==> config.mk <==
export PLATFORM = sky130hd
export DESIGN_NAME = risc_misr_compactor_flat
export DESIGN_NICKNAME = d
export VERILOG_FILES = /design/src/rtl/risc_misr_compactor_if.sv /design/src/rtl/risc_misr_compactor.sv /design/src/flat_wrapper.sv
export SDC_FILE = /design/constraint.sdc
export NUM_CORES = 1
export LEC_CHECK = 0
export BUFFER_PORTS_ARGS = -buffer_cell sky130_fd_sc_hd__buf_4
export CAP_MARGIN = 10
export CORE_UTILIZATION = 35
export DETAILED_ROUTE_END_ITERATION = 10
export PLACE_DENSITY = 0.62
export SYNTH_ARGS = -nofsm -noshare
export SYNTH_HDL_FRONTEND = slang
export SYNTH_SLANG_ARGS = --single-unit
==> constraint.sdc <==
create_clock -name clk -period 3.2 [get_ports clk]
set_clock_uncertainty 0.1 [all_clocks]
set_input_delay 0.16 -clock clk [delete_from_list [all_inputs] [get_ports clk]]
set_output_delay 0.16 -clock clk [all_outputs]
set_load 0.03 [all_outputs]
==> src/rtl/risc_misr_compactor_if.sv <==
// Handshake bundle between the RISC result bus and the MISR compactor.
// The slave side belongs to the compactor; the master side drives it.
interface risc_misr_compactor_if #(
  parameter int WIDTH = 16
);
  logic             start;
  logic             data_valid;
  logic [WIDTH-1:0] data_in;
  logic             busy;
  logic             done;
  logic             pass;
  logic [WIDTH-1:0] signature;
  logic [15:0]      word_count;

  modport master (
    output start, data_valid, data_in,
    input  busy, done, pass, signature, word_count
  );

  modport slave (
    input  start, data_valid, data_in,
    output busy, done, pass, signature, word_count
  );
endinterface

==> src/rtl/risc_misr_compactor.sv <==
// DFT response compactor: folds core result words into a MISR and
// compares the final signature with a golden value after NUM_WORDS.
module risc_misr_compactor #(
  parameter int               WIDTH     = 16,
  parameter logic [WIDTH-1:0] POLY      = 16'h1021,
  parameter logic [WIDTH-1:0] SEED      = 16'hFFFF,
  parameter int               NUM_WORDS = 8,
  parameter logic [WIDTH-1:0] GOLDEN    = 16'h0000
) (
  input logic                  clk,
  input logic                  rst,
  risc_misr_compactor_if.slave bus
);

  typedef enum logic [1:0] {
    S_IDLE = 2'd0,
    S_RUN  = 2'd1,
    S_DONE = 2'd2
  } state_t;

  localparam logic [15:0] LAST = 16'(NUM_WORDS - 1);

  state_t           r_state;
  state_t           w_nxt;
  logic [WIDTH-1:0] r_sig;
  logic [15:0]      r_cnt;
  logic             r_busy;
  logic             r_done;
  logic             r_pass;

  logic [WIDTH-1:0] w_sig_d;
  logic [15:0]      w_cnt_d;
  logic             w_pass_d;
  logic [WIDTH-1:0] w_fb;
  logic             w_last;

  assign w_fb = {r_sig[WIDTH-2:0], 1'b0}
              ^ (r_sig[WIDTH-1] ? POLY : '0)
              ^ bus.data_in;

  assign w_last = bus.data_valid && (r_cnt == LAST);

  always_ff @(posedge clk or posedge rst) begin
    if (rst) begin
      r_state <= S_IDLE;
      r_sig   <= SEED;
      r_cnt   <= '0;
      r_busy  <= 1'b0;
      r_done  <= 1'b0;
      r_pass  <= 1'b0;
    end else begin
      r_state <= w_nxt;
      r_sig   <= w_sig_d;
      r_cnt   <= w_cnt_d;
      r_busy  <= (w_nxt == S_RUN);
      r_done  <= (w_nxt == S_DONE);
      r_pass  <= w_pass_d;
    end
  end

  always_comb begin
    w_nxt = r_state;
    unique case (r_state)
      S_IDLE:  if (bus.start) w_nxt = S_RUN;
      S_RUN:   if (w_last)    w_nxt = S_DONE;
      S_DONE:  if (bus.start) w_nxt = S_RUN;
      default: w_nxt = S_IDLE;
    endcase
  end

  // pass is only ever set on the edge that finishes the run
  always_comb begin
    w_sig_d  = r_sig;
    w_cnt_d  = r_cnt;
    w_pass_d = r_pass;
    unique case (r_state)
      S_IDLE, S_DONE: begin
        if (bus.start) begin
          w_sig_d  = SEED;
          w_cnt_d  = '0;
          w_pass_d = 1'b0;
        end
      end
      S_RUN: begin
        if (bus.data_valid) begin
          w_sig_d = w_fb;
          w_cnt_d = r_cnt + 16'd1;
          if (w_last) w_pass_d = (w_fb == GOLDEN);
        end
      end
      default: begin
        w_sig_d  = SEED;
        w_cnt_d  = '0;
        w_pass_d = 1'b0;
      end
    endcase
  end

  assign bus.busy       = r_busy;
  assign bus.done       = r_done;
  assign bus.pass       = r_pass;
  assign bus.signature  = r_sig;
  assign bus.word_count = r_cnt;

endmodule

==> src/flat_wrapper.sv <==
// flat-port wrapper written by rule: the top's interface ports become plain ports
module risc_misr_compactor_flat 
#(
  parameter int               WIDTH     = 16,
  parameter logic [WIDTH-1:0] POLY      = 16'h1021,
  parameter logic [WIDTH-1:0] SEED      = 16'hFFFF,
  parameter int               NUM_WORDS = 8,
  parameter logic [WIDTH-1:0] GOLDEN    = 16'h0000
)
  (clk, rst, bus_start, bus_data_valid, bus_data_in, bus_busy, bus_done, bus_pass, bus_signature, bus_word_count);
  risc_misr_compactor_if #(.WIDTH(WIDTH)) bus_i ();
  input logic clk;
  input logic rst;
  input wire logic [$bits(bus_i.start)-1:0] bus_start;
  input wire logic [$bits(bus_i.data_valid)-1:0] bus_data_valid;
  input wire logic [$bits(bus_i.data_in)-1:0] bus_data_in;
  output wire logic [$bits(bus_i.busy)-1:0] bus_busy;
  output wire logic [$bits(bus_i.done)-1:0] bus_done;
  output wire logic [$bits(bus_i.pass)-1:0] bus_pass;
  output wire logic [$bits(bus_i.signature)-1:0] bus_signature;
  output wire logic [$bits(bus_i.word_count)-1:0] bus_word_count;
  assign bus_i.start = bus_start;
  assign bus_i.data_valid = bus_data_valid;
  assign bus_i.data_in = bus_data_in;
  assign bus_busy = bus_i.busy;
  assign bus_done = bus_i.done;
  assign bus_pass = bus_i.pass;
  assign bus_signature = bus_i.signature;
  assign bus_word_count = bus_i.word_count;
  risc_misr_compactor #(.WIDTH(WIDTH), .POLY(POLY), .SEED(SEED), .NUM_WORDS(NUM_WORDS), .GOLDEN(GOLDEN)) u_core (.clk(clk), .rst(rst), .bus(bus_i));
endmodule
## Yosys cells after proc, flatten, opt, wreduce, memory -nomap -nowiden

Index checks and enable logic that the tools add are counted.

- Word-level logic and storage cells: 37
- Bits in registers: 37
- Output and inout port bits: 35

- Bitwise operators: 2
- Multiplexer cells: 14
- Eq/ne operators: 8
- Add/subtract/negate cells: 1
- Reductions and logical operators: 6

Operators by type and width:

| operator | count |
|---|---|
| 16-bit two-way mux | 4 |
| 16-bit case mux with 2 select lines | 2 |
| 16-bit bitwise XOR | 2 |
| 16-bit by 1-bit adder with 16-bit output (second input constant) | 1 |
| 16-bit by 3-bit equality test with 1-bit output (second input constant) | 1 |
| 16-bit zero test | 1 |
| 13-bit two-way mux | 1 |
| 2-bit by 1-bit equality test with 1-bit output (second input constant) | 2 |
| 2-bit equality test (second input constant) | 2 |
| 2-bit two-way mux | 2 |
| 2-bit by 1-bit != test with 1-bit output (second input constant) | 2 |
| 2-bit case mux with 2 select lines | 1 |
| 1-bit two-way mux | 3 |
| 3-bit AND reduction | 1 |
| 2-bit zero test | 1 |
| 2-bit != test (second input constant) | 1 |
| 1-bit case mux with 2 select lines | 1 |
| 2-bit AND reduction | 1 |
| 2-bit OR reduction | 1 |
| 1-bit logical AND | 1 |

## Longest topological paths before layout

Gate-level depths: netlist of run 1.

- Word-level depth: 7
- Mapped depth: 6
- Depth with buffers taken out: 5

## Worst setup path after synthesis of run 1

OpenSTA, ideal clock, no wires.

- Path kind: reg2reg
- From: reg u_core.r_cnt[3], in the netlist u_core.bus.word_count[3]
- To: reg u_core.r_cnt[12], in the netlist u_core.bus.word_count[12]
- Setup slack: 1.225 ns
- Clock period less this slack: 1.975 ns
- Path buffers: 1
- Arrival: 1.798 ns
- Stages on the path, launching flop included: 6
- Data required time: 3.023 ns
- Setup time: 0.077 ns
- Cell sequence: dfrtp_1 -> and4_1 -> nand4_1 -> buf_2 -> or4_1 -> a21oi_1

- Longest elaborated chain between the ends: 3

Ends and longest elaborated chain:

| item | line | source |
|---|---|---|
| start, declared | risc_misr_compactor.sv:26 | `logic [15:0] r_cnt;` |
| start signal, assigned | risc_misr_compactor.sv:54 | `r_cnt <= w_cnt_d;` |
| 16-bit by 1-bit adder with 16-bit output | risc_misr_compactor.sv:87 | `w_cnt_d = r_cnt + 16'd1;` |
| 16-bit two-way mux | risc_misr_compactor.sv:85 | `if (bus.data_valid) begin` |
| 16-bit case mux with 2 select lines | risc_misr_compactor.sv:76 | `unique case (r_state)` |

Every way passes these cells. The select of a mux whose other input is x is not followed.
A chain may end at the register's enable or synchronous reset.

## Worst setup path after layout of run 1

- From: in bus_start
- To: reg u_core.r_cnt[15], in the netlist u_core.bus.word_count[15]

- Longest elaborated chain between the ends: 2

Ends and longest elaborated chain:

| item | line | source |
|---|---|---|
| start, declared | flat_wrapper.sv:14 | `input wire logic [$bits(bus_i.start)-1:0] bus_start;` |
| 2-bit by 1-bit != test with 1-bit output (no line) | n/a |  |
| 2-bit AND reduction (no line) | n/a |  |

Every way passes these cells.

==> impl_metrics.tcl, run 1 <==
set metrics [dict create \
    status "finished clean" \
    max_slew.worst_pin.slew_ns 1.04 \
    min_to "u_core.bus.signature[4]$_DFFE_PP1P_" \
    dp.cells 295 \
    place_ws_ns 1.16 \
    min_from "bus_data_in[4]" \
    crit_family "simple AND/OR/NAND/NOR gates" \
    r2r_cells 4 \
    max_stage_delay_ns 0.56 \
    setup_viol 0 \
    wirelength_um 4590 \
    r2r_start "u_core.bus.word_count[3]$_DFFE_PP0P_" \
    syn_area_per_cell_sq_um 10.6 \
    fin_tns_setup_ns 0 \
    use_met1_pct 23.8 \
    setup_ws_ns 1.13 \
    required_ns 3.32 \
    arrival_ns 2.19 \
    wl_per_cell_um 15.0 \
    die_h_um 75.7 \
    power.internal_w 0.00137 \
    grt_usage_pct 17.3 \
    powerDensity_nw_per_um2 926 \
    antenna_found_initial 0 \
    peakVddDrop_mv 0.340 \
    p_switching_w 0.000963 \
    via_count 1607 \
    pwr-share-clk_pct 19.9 \
    power_frac_seq_pct 36.2 \
    antennaDiodeCount 0 \
    cp_num_buf_inv 2 \
    yosysWarnings 0 \
    final_cells 306 \
    path_class "in -> reg" \
    drc 0 \
    yosys_most_used_dff "dfrtp_1" \
    dieArea_sq_um 5730 \
    clkTransAtPathRegs_ns 0.08 \
    first_global_vias 1487 \
    seq_area_frac_synth_pct 49.8 \
    dp_hpwl_um 3350 \
    io_buffers 54 \
    cts_buffers 5 \
    row_count 26 \
    final_max_slew_viol_count 0 \
    cts_tree "yes" \
    min_path_type "in -> reg" \
    fmax_mhz 484 \
    reg2reg_to "u_core.bus.word_count[15]$_DFFE_PP0P_" \
    hold_depth 3 \
    clk_path_buf_depth 2 \
    synthCells 179 \
    die_x_um 75.7 \
    finalCritPeriodShare_pct 64.6 \
    cp_max_fo 12 \
    fillers 490 \
    grt.busiest_layer "met2" \
    htreeDepth 2 \
    core_area_sq_um 5170 \
    grt.met3_usage_pct 3.97 \
    pin_count 55 \
    gp_congestion 0.771 \
    p_leak_nw 1.07 \
    synth_area_sq_um 1900 \
    drtAntennaViolNets 0 \
    clk_latency_ns 0.30 \
    drt-vias-per-instance 5.25 \
    grt_max_degree 24 \
    max-slew-margin-rel_pct 30.7 \
    syn-num-nets 200 \
    cp-start-kind "primary input" \
    initial_core_util_pct 36.7 \
    ys_types 39 \
    cts_num_sinks 37 \
    overflow 0 \
    fin_crit_ns 2.07 \
    swShare_pct 41.3 \
    async_flop_share_pct 100 \
    cpMaxStageDelayCell "or3b_1" \
    root_buffer "clkbuf_8" \
    initialDrtViolationCount 70 \
    drv_cap 0 \
    grt_util_met2_pct 26.3 \
    rsz0062_at_grt "no" \
    drtPass1Iterations 4 \
    cp.depth 6 \
    area_growth_syn_to_layout_pct 32.5 \
    post_cts_buffers 0 \
    r2r_slack_ns 1.14 \
    power.total_w 0.00233 \
    power_frac_comb_pct 43.9 \
    hold_viol 0 \
    worstPathCellList "dlygate4sd3_1 -> buf_4 -> nor2_1 -> or3b_1 -> or4_1 -> a21oi_1" \
    end_kind "flop" \
    drive_gt1_share_pct 34.7 \
    grt_pass1_wl_um 7290 \
    synth_edf_count 0 \
    ys_ff_latch 37 \
    cts_resized 0 \
    final_nets 256 \
]
-- registers in the layout, indices dropped and copies added (netlist names) --
name,count
u_core.bus.signature,16
u_core.bus.word_count,16
u_core.r_state,2
u_core.bus.busy,1
u_core.bus.done,1
u_core.bus.pass,1
-- power by group through the flow --
stage	Sequential [W]	Combinational [W]	Clock, W
2_1_floorplan	0.00109	0.000429	0
3_3_place_gp	0.000846	0.00102	0
3_5_place_dp	0.000853	0.00102	0
4_1_cts	0.000846	0.00103	0.000473
5_1_grt	0.000875	0.00111	0.000493
6_report	0.000844	0.00102	0.000465
-- logic make-up after synthesis --
logic type	synth area share (%)
AOI/OAI and AO/OA	15.9
and+or+nand+nor	19.0
buffers and inverters	3.03
adders and majority gates	0.658
DFF	49.8
xor gates and xnor gates	11.1
muxes	0.592
-- how the worst max path moves through the flow --
| stage | startpoint | slack (ns) | end |
|---|---|---|---|
| after floorplan | u_core.bus.word_count[3]$_DFFE_PP0P_ | 1.22 | u_core.bus.word_count[12]$_DFFE_PP0P_ |
| after global placement | u_core.bus.word_count[3]$_DFFE_PP0P_ | 1.24 | u_core.bus.word_count[15]$_DFFE_PP0P_ |
| after detailed placement | u_core.bus.word_count[3]$_DFFE_PP0P_ | 1.16 | u_core.bus.word_count[15]$_DFFE_PP0P_ |
| after CTS | u_core.bus.word_count[3]$_DFFE_PP0P_ | 1.15 | u_core.bus.word_count[15]$_DFFE_PP0P_ |
| after global routing | u_core.bus.word_count[3]$_DFFE_PP0P_ | 0.93 | u_core.bus.word_count[12]$_DFFE_PP0P_ |
| final | bus_start | 1.13 | u_core.bus.word_count[15]$_DFFE_PP0P_ |
-- per-layer routing --
metal,vias up,part of all wire [%]
li1,779,-
met1,791,48
met2,32,47
met3,5,4.1
met4,0,1.2
met5,-,0
-- through the flow --
step / instance area, sq um / utilization (%) / hold WS [ns]
after floorplan: 1900 / - / 0.181
after global placement: 2350 / 45.5 / 0.159
after detailed placement: 2350 / 45.5 / 0.155
after CTS: 2510 / 48.5 / 0.000362
after global routing: 2520 / 48.7 / 0.0688
final: 2520 / 48.7 / 0.0551
-- final cells by class --
class	instances	area [sq um]	share of cell area [%]
clock buffer	6	93.8	3.73
clock inverter	2	38.8	1.54
inverter	3	11.3	0.447
multi-input combinational	130	897	35.6
sequential	37	946	37.6
tap	70	87.6	3.48
timing repair buffer	58	443	17.6
-- cells in the mapped netlist, types with 4 or more instances --
cell type,instances,area [sq um]
nand2_1,7,26.3
o31ai_1,7,52.6
a21oi_1,7,35.0
clkbuf_1,6,22.5
nand3_1,7,35.0
or4_1,7,52.6
xnor2_1,10,87.6
o21ai_0,5,25.0
a31oi_1,4,25.0
dfstp_2,16,420
nor2_1,16,60.1
dfrtp_1,21,526
o22a_1,11,96.3
nor4b_1,4,35.0
nor4_1,5,31.3
xor2_1,14,123
-- what timing repair did --
action | in CTS | in global routing
hold buffers | 2 | 1
endpoints found under the hold margin | 12 | 1
setup endpoints to repair | 0 | 0
-- cells in the final DEF, fill, tap and decap left out, types with 3 or more instances in the layout --
cell type       n
xnor2_1        10
a21oi_1         7
dlygate4sd3_1   3
nor4_1          5
nand2_1         7
dfstp_2        16
nand4_1         3
inv_1           3
a31oi_1         4
nor4b_1         4
o22a_1         11
nand3_1         7
clkbuf_8        5
nor3_1          3
nor2_1         16
xor2_1         14
and3_1          3
dfrtp_1        21
o21ai_0         5
or4_1           7
buf_4          55
o31ai_1         7
-- worst min-delay path, delay by kind of cell --
kind,cells,cell delay (ns)
xor gates and xnor gates,1,0.13
buffers and inverters,1,0.08
AOI/OAI and AO/OA,1,0.08
Note: power is estimated with default switching activity, not from simulation.
==> inputs of run 2 (changes only) <==
Settings changed: ABC_AREA set to 1, PLACE_DENSITY 0.62 to 0.63.
Clock period 3.2 ns to 1.9 ns, I/O delays scaled along.
==> impl_metrics.tcl, run 2 <==
set metrics [dict create \
    via_count 2049 \
    ys_ff_latch 37 \
    required_ns 1.98 \
    root_buffer "clkbuf_8" \
    cts_num_sinks 37 \
    synthCells 290 \
    die_h_um 80.2 \
    yosysTopAreaCell "dfrtp_1" \
    fin_crit_ns 1.58 \
    rsz0062_at_grt "no" \
    row_count 28 \
    yosys-top-cells-area "dfrtp_1 25%, dfstp_2 20%, nand2_1 15%" \
    post_cts_buffers 0 \
    final_common_cell "nand2_1" \
    initialDrtViolationCount 48 \
    wirelength_um 5220 \
    dp_hpwl_um 3910 \
    status "finished clean" \
    crit_family "simple AND/OR/NAND/NOR gates" \
    yosysWarnings 0 \
    power.total_w 0.00385 \
    clk_path_buf_depth 2 \
    path_class "reg -> reg" \
    overflow 0 \
    die_x_um 80.2 \
    r2r_cells 5 \
    max_slew.worst_pin.slew_ns 0.482 \
    crit_top_cell "nor2_1" \
    end_kind "flop" \
    pin_count 55 \
    drtAntennaViolNets 0 \
    drt-vias-per-instance 4.71 \
    hold_viol 0 \
    cp_max_fo 5 \
    fmax_mhz 634 \
    cp-start-kind "flop" \
    synth_edf_count 0 \
    antenna_found_initial 0 \
    cts_tree "yes" \
    worstPathCellList "nand3_1 -> nor2_1 -> nand2_1 -> nor3b_1 -> nor2_1" \
    min_from "bus_data_in[2]" \
    cp_num_buf_inv 0 \
    grt_pass1_wl_um 8500 \
    final_max_slew_viol_count 0 \
    peakVddDrop_mv 0.549 \
    grt_usage_pct 17.3 \
    setup_viol 0 \
    clkTransAtPathRegs_ns 0.08 \
    reg2reg_to "u_core.bus.word_count[9]$_DFFE_PP0P_" \
    initial_core_util_pct 36.1 \
    syn-num-nets 311 \
    min_path_type "in -> reg" \
    r2r_start "u_core.bus.word_count[2]$_DFFE_PP0P_" \
    fin_tns_setup_ns 0 \
    arrival_ns 1.66 \
    finalCritPeriodShare_pct 83.0 \
    drive_gt1_share_pct 25.6 \
    antennaDiodeCount 0 \
    p_leak_nw 1.45 \
    htreeDepth 2 \
    synth_most_common_cell "nand2_1" \
    dieArea_sq_um 6430 \
    cpMaxStageDelayCell "dfrtp_1" \
    ys_types 31 \
    powerDensity_nw_per_um2 1360 \
    seq_area_frac_synth_pct 44.2 \
    r2r_slack_ns 0.32 \
    max_stage_delay_ns 0.43 \
    drv_cap 0 \
    first_global_vias 1830 \
    drc 0 \
    wl_per_cell_um 12.0 \
    drtPass1Iterations 4 \
    clk_latency_ns 0.30 \
    async_flop_share_pct 100 \
    yosys_most_used_dff "dfrtp_1" \
    gp_congestion 0.831 \
    io_buffers 54 \
    final_cell_mix "83 x nand2_1, 60 x buf_4, 44 x nor2_1" \
    min_to "u_core.bus.signature[2]$_DFFE_PP1P_" \
    area_growth_syn_to_layout_pct 32.0 \
    yosysTopAreaCellShare_pct 24.6 \
    setup_ws_ns 0.324 \
    place_ws_ns 0.348 \
    final_nets 380 \
    grt_max_degree 38 \
    syn_area_per_cell_sq_um 7.38 \
    synthTopCellsByCount "83 x nand2_1, 44 x nor2_1, 42 x inv_1, 21 x dfrtp_1, 16 x dfstp_2" \
    max-slew-margin-rel_pct 67.8 \
    hold_depth 4 \
    core_area_sq_um 5920 \
    synth_area_sq_um 2140 \
    cts_buffers 5 \
]
==> run 2: changes by cell type after synthesis, moves of 7 or more <==
cell | previous run | this run
nand2_1 | 7 | 83
inv_1 | 3 | 42
nor2_1 | 16 | 44
o22a_1 | 11 | 2
xor2_1 | 14 | 5
nand4_1 | 3 | 11
o21ai_0 | 5 | 13
xnor2_1 | 10 | 2
o31ai_1 | 7 | 0
or4_1 | 7 | 0
==> run 2: metrics by stage <==
step                utilization [%]  instances  hold slack (ns)  instance area, sq um
finish                         47.7        435         0.000414                  2820
global route                   47.7        435           0.0156                  2820
global placement               44.6        420            0.151                  2640
floorplan                         -        290            0.130                  2140
CTS                            47.7        435       0.00000397                  2820
detailed placement             44.6        420            0.154                  2640
==> run 2: logic make-up after synthesis <==
logic type | count (synthesis) | share of synthesized area [%]
adders and majority gates | 1 | 0.585
and+or+nand+nor | 157 | 31.2
buffers and inverters | 49 | 9.77
xor gates and xnor gates | 7 | 2.87
DFF | 37 | 44.2
AOI/OAI and AO/OA | 39 | 11.4
==> run 2: timing repair <==
action,CTS,global route
endpoints found under the hold margin,28,0
hold buffers,7,0
gates resized for setup,0,0
==> run 2: cell type report <==
class	instances	area [sq um]
inverters	44	165
flip-flops and latches	37	946
well taps	75	93.8
clock buffers	5	68.8
repair buffers	67	520
clock inverters	3	45.0
fillers	595	3100
multi-input cells	204	985
==> run 2: worst max-delay path by stage <==
stage / start / endpoint / cells after the start
after global placement: u_core.bus.word_count[2]$_DFFE_PP0P_ / u_core.bus.word_count[9]$_DFFE_PP0P_ / 5
after CTS: u_core.bus.word_count[0]$_DFFE_PP0P_ / u_core.bus.pass$_DFFE_PP0P_ / 11
after floorplan: u_core.bus.word_count[0]$_DFFE_PP0P_ / u_core.bus.word_count[10]$_DFFE_PP0P_ / 8
final: u_core.bus.word_count[2]$_DFFE_PP0P_ / u_core.bus.word_count[9]$_DFFE_PP0P_ / 5
after global routing: u_core.bus.word_count[0]$_DFFE_PP0P_ / u_core.bus.pass$_DFFE_PP0P_ / 11
after detailed placement: u_core.bus.word_count[0]$_DFFE_PP0P_ / u_core.bus.pass$_DFFE_PP0P_ / 11
==> run 2: where the power goes <==
| group | internal, W | total [W] | switching, W | leakage, nW |
|---|---|---|---|---|
| Clock | 0.000394 | 0.000699 | 0.000305 | 0.0587 |
| Sequential | 0.00113 | 0.00135 | 0.000216 | 0.450 |
| Combinational | 0.000657 | 0.00180 | 0.00114 | 0.945 |
| Total | 0.00218 | 0.00385 | 0.00167 | 1.45 |
==> run 2: worst reg2reg max path: stages, from the launching register on <==
cell     delay, ns
dfrtp_1       0.43
nand3_1       0.24
nor2_1        0.24
nand2_1       0.17
nor3b_1       0.22
nor2_1        0.07
==> run 2: per-layer routing <==
metal / wire (um) / part of all wire, % / track usage [%]
met5: 0 / 0 / 0
met4: 70 / 1.3 / 5.36
met3: 158 / 3.0 / 3.07
met2: 2470 / 47 / 27.9
met1: 2520 / 48 / 23.3
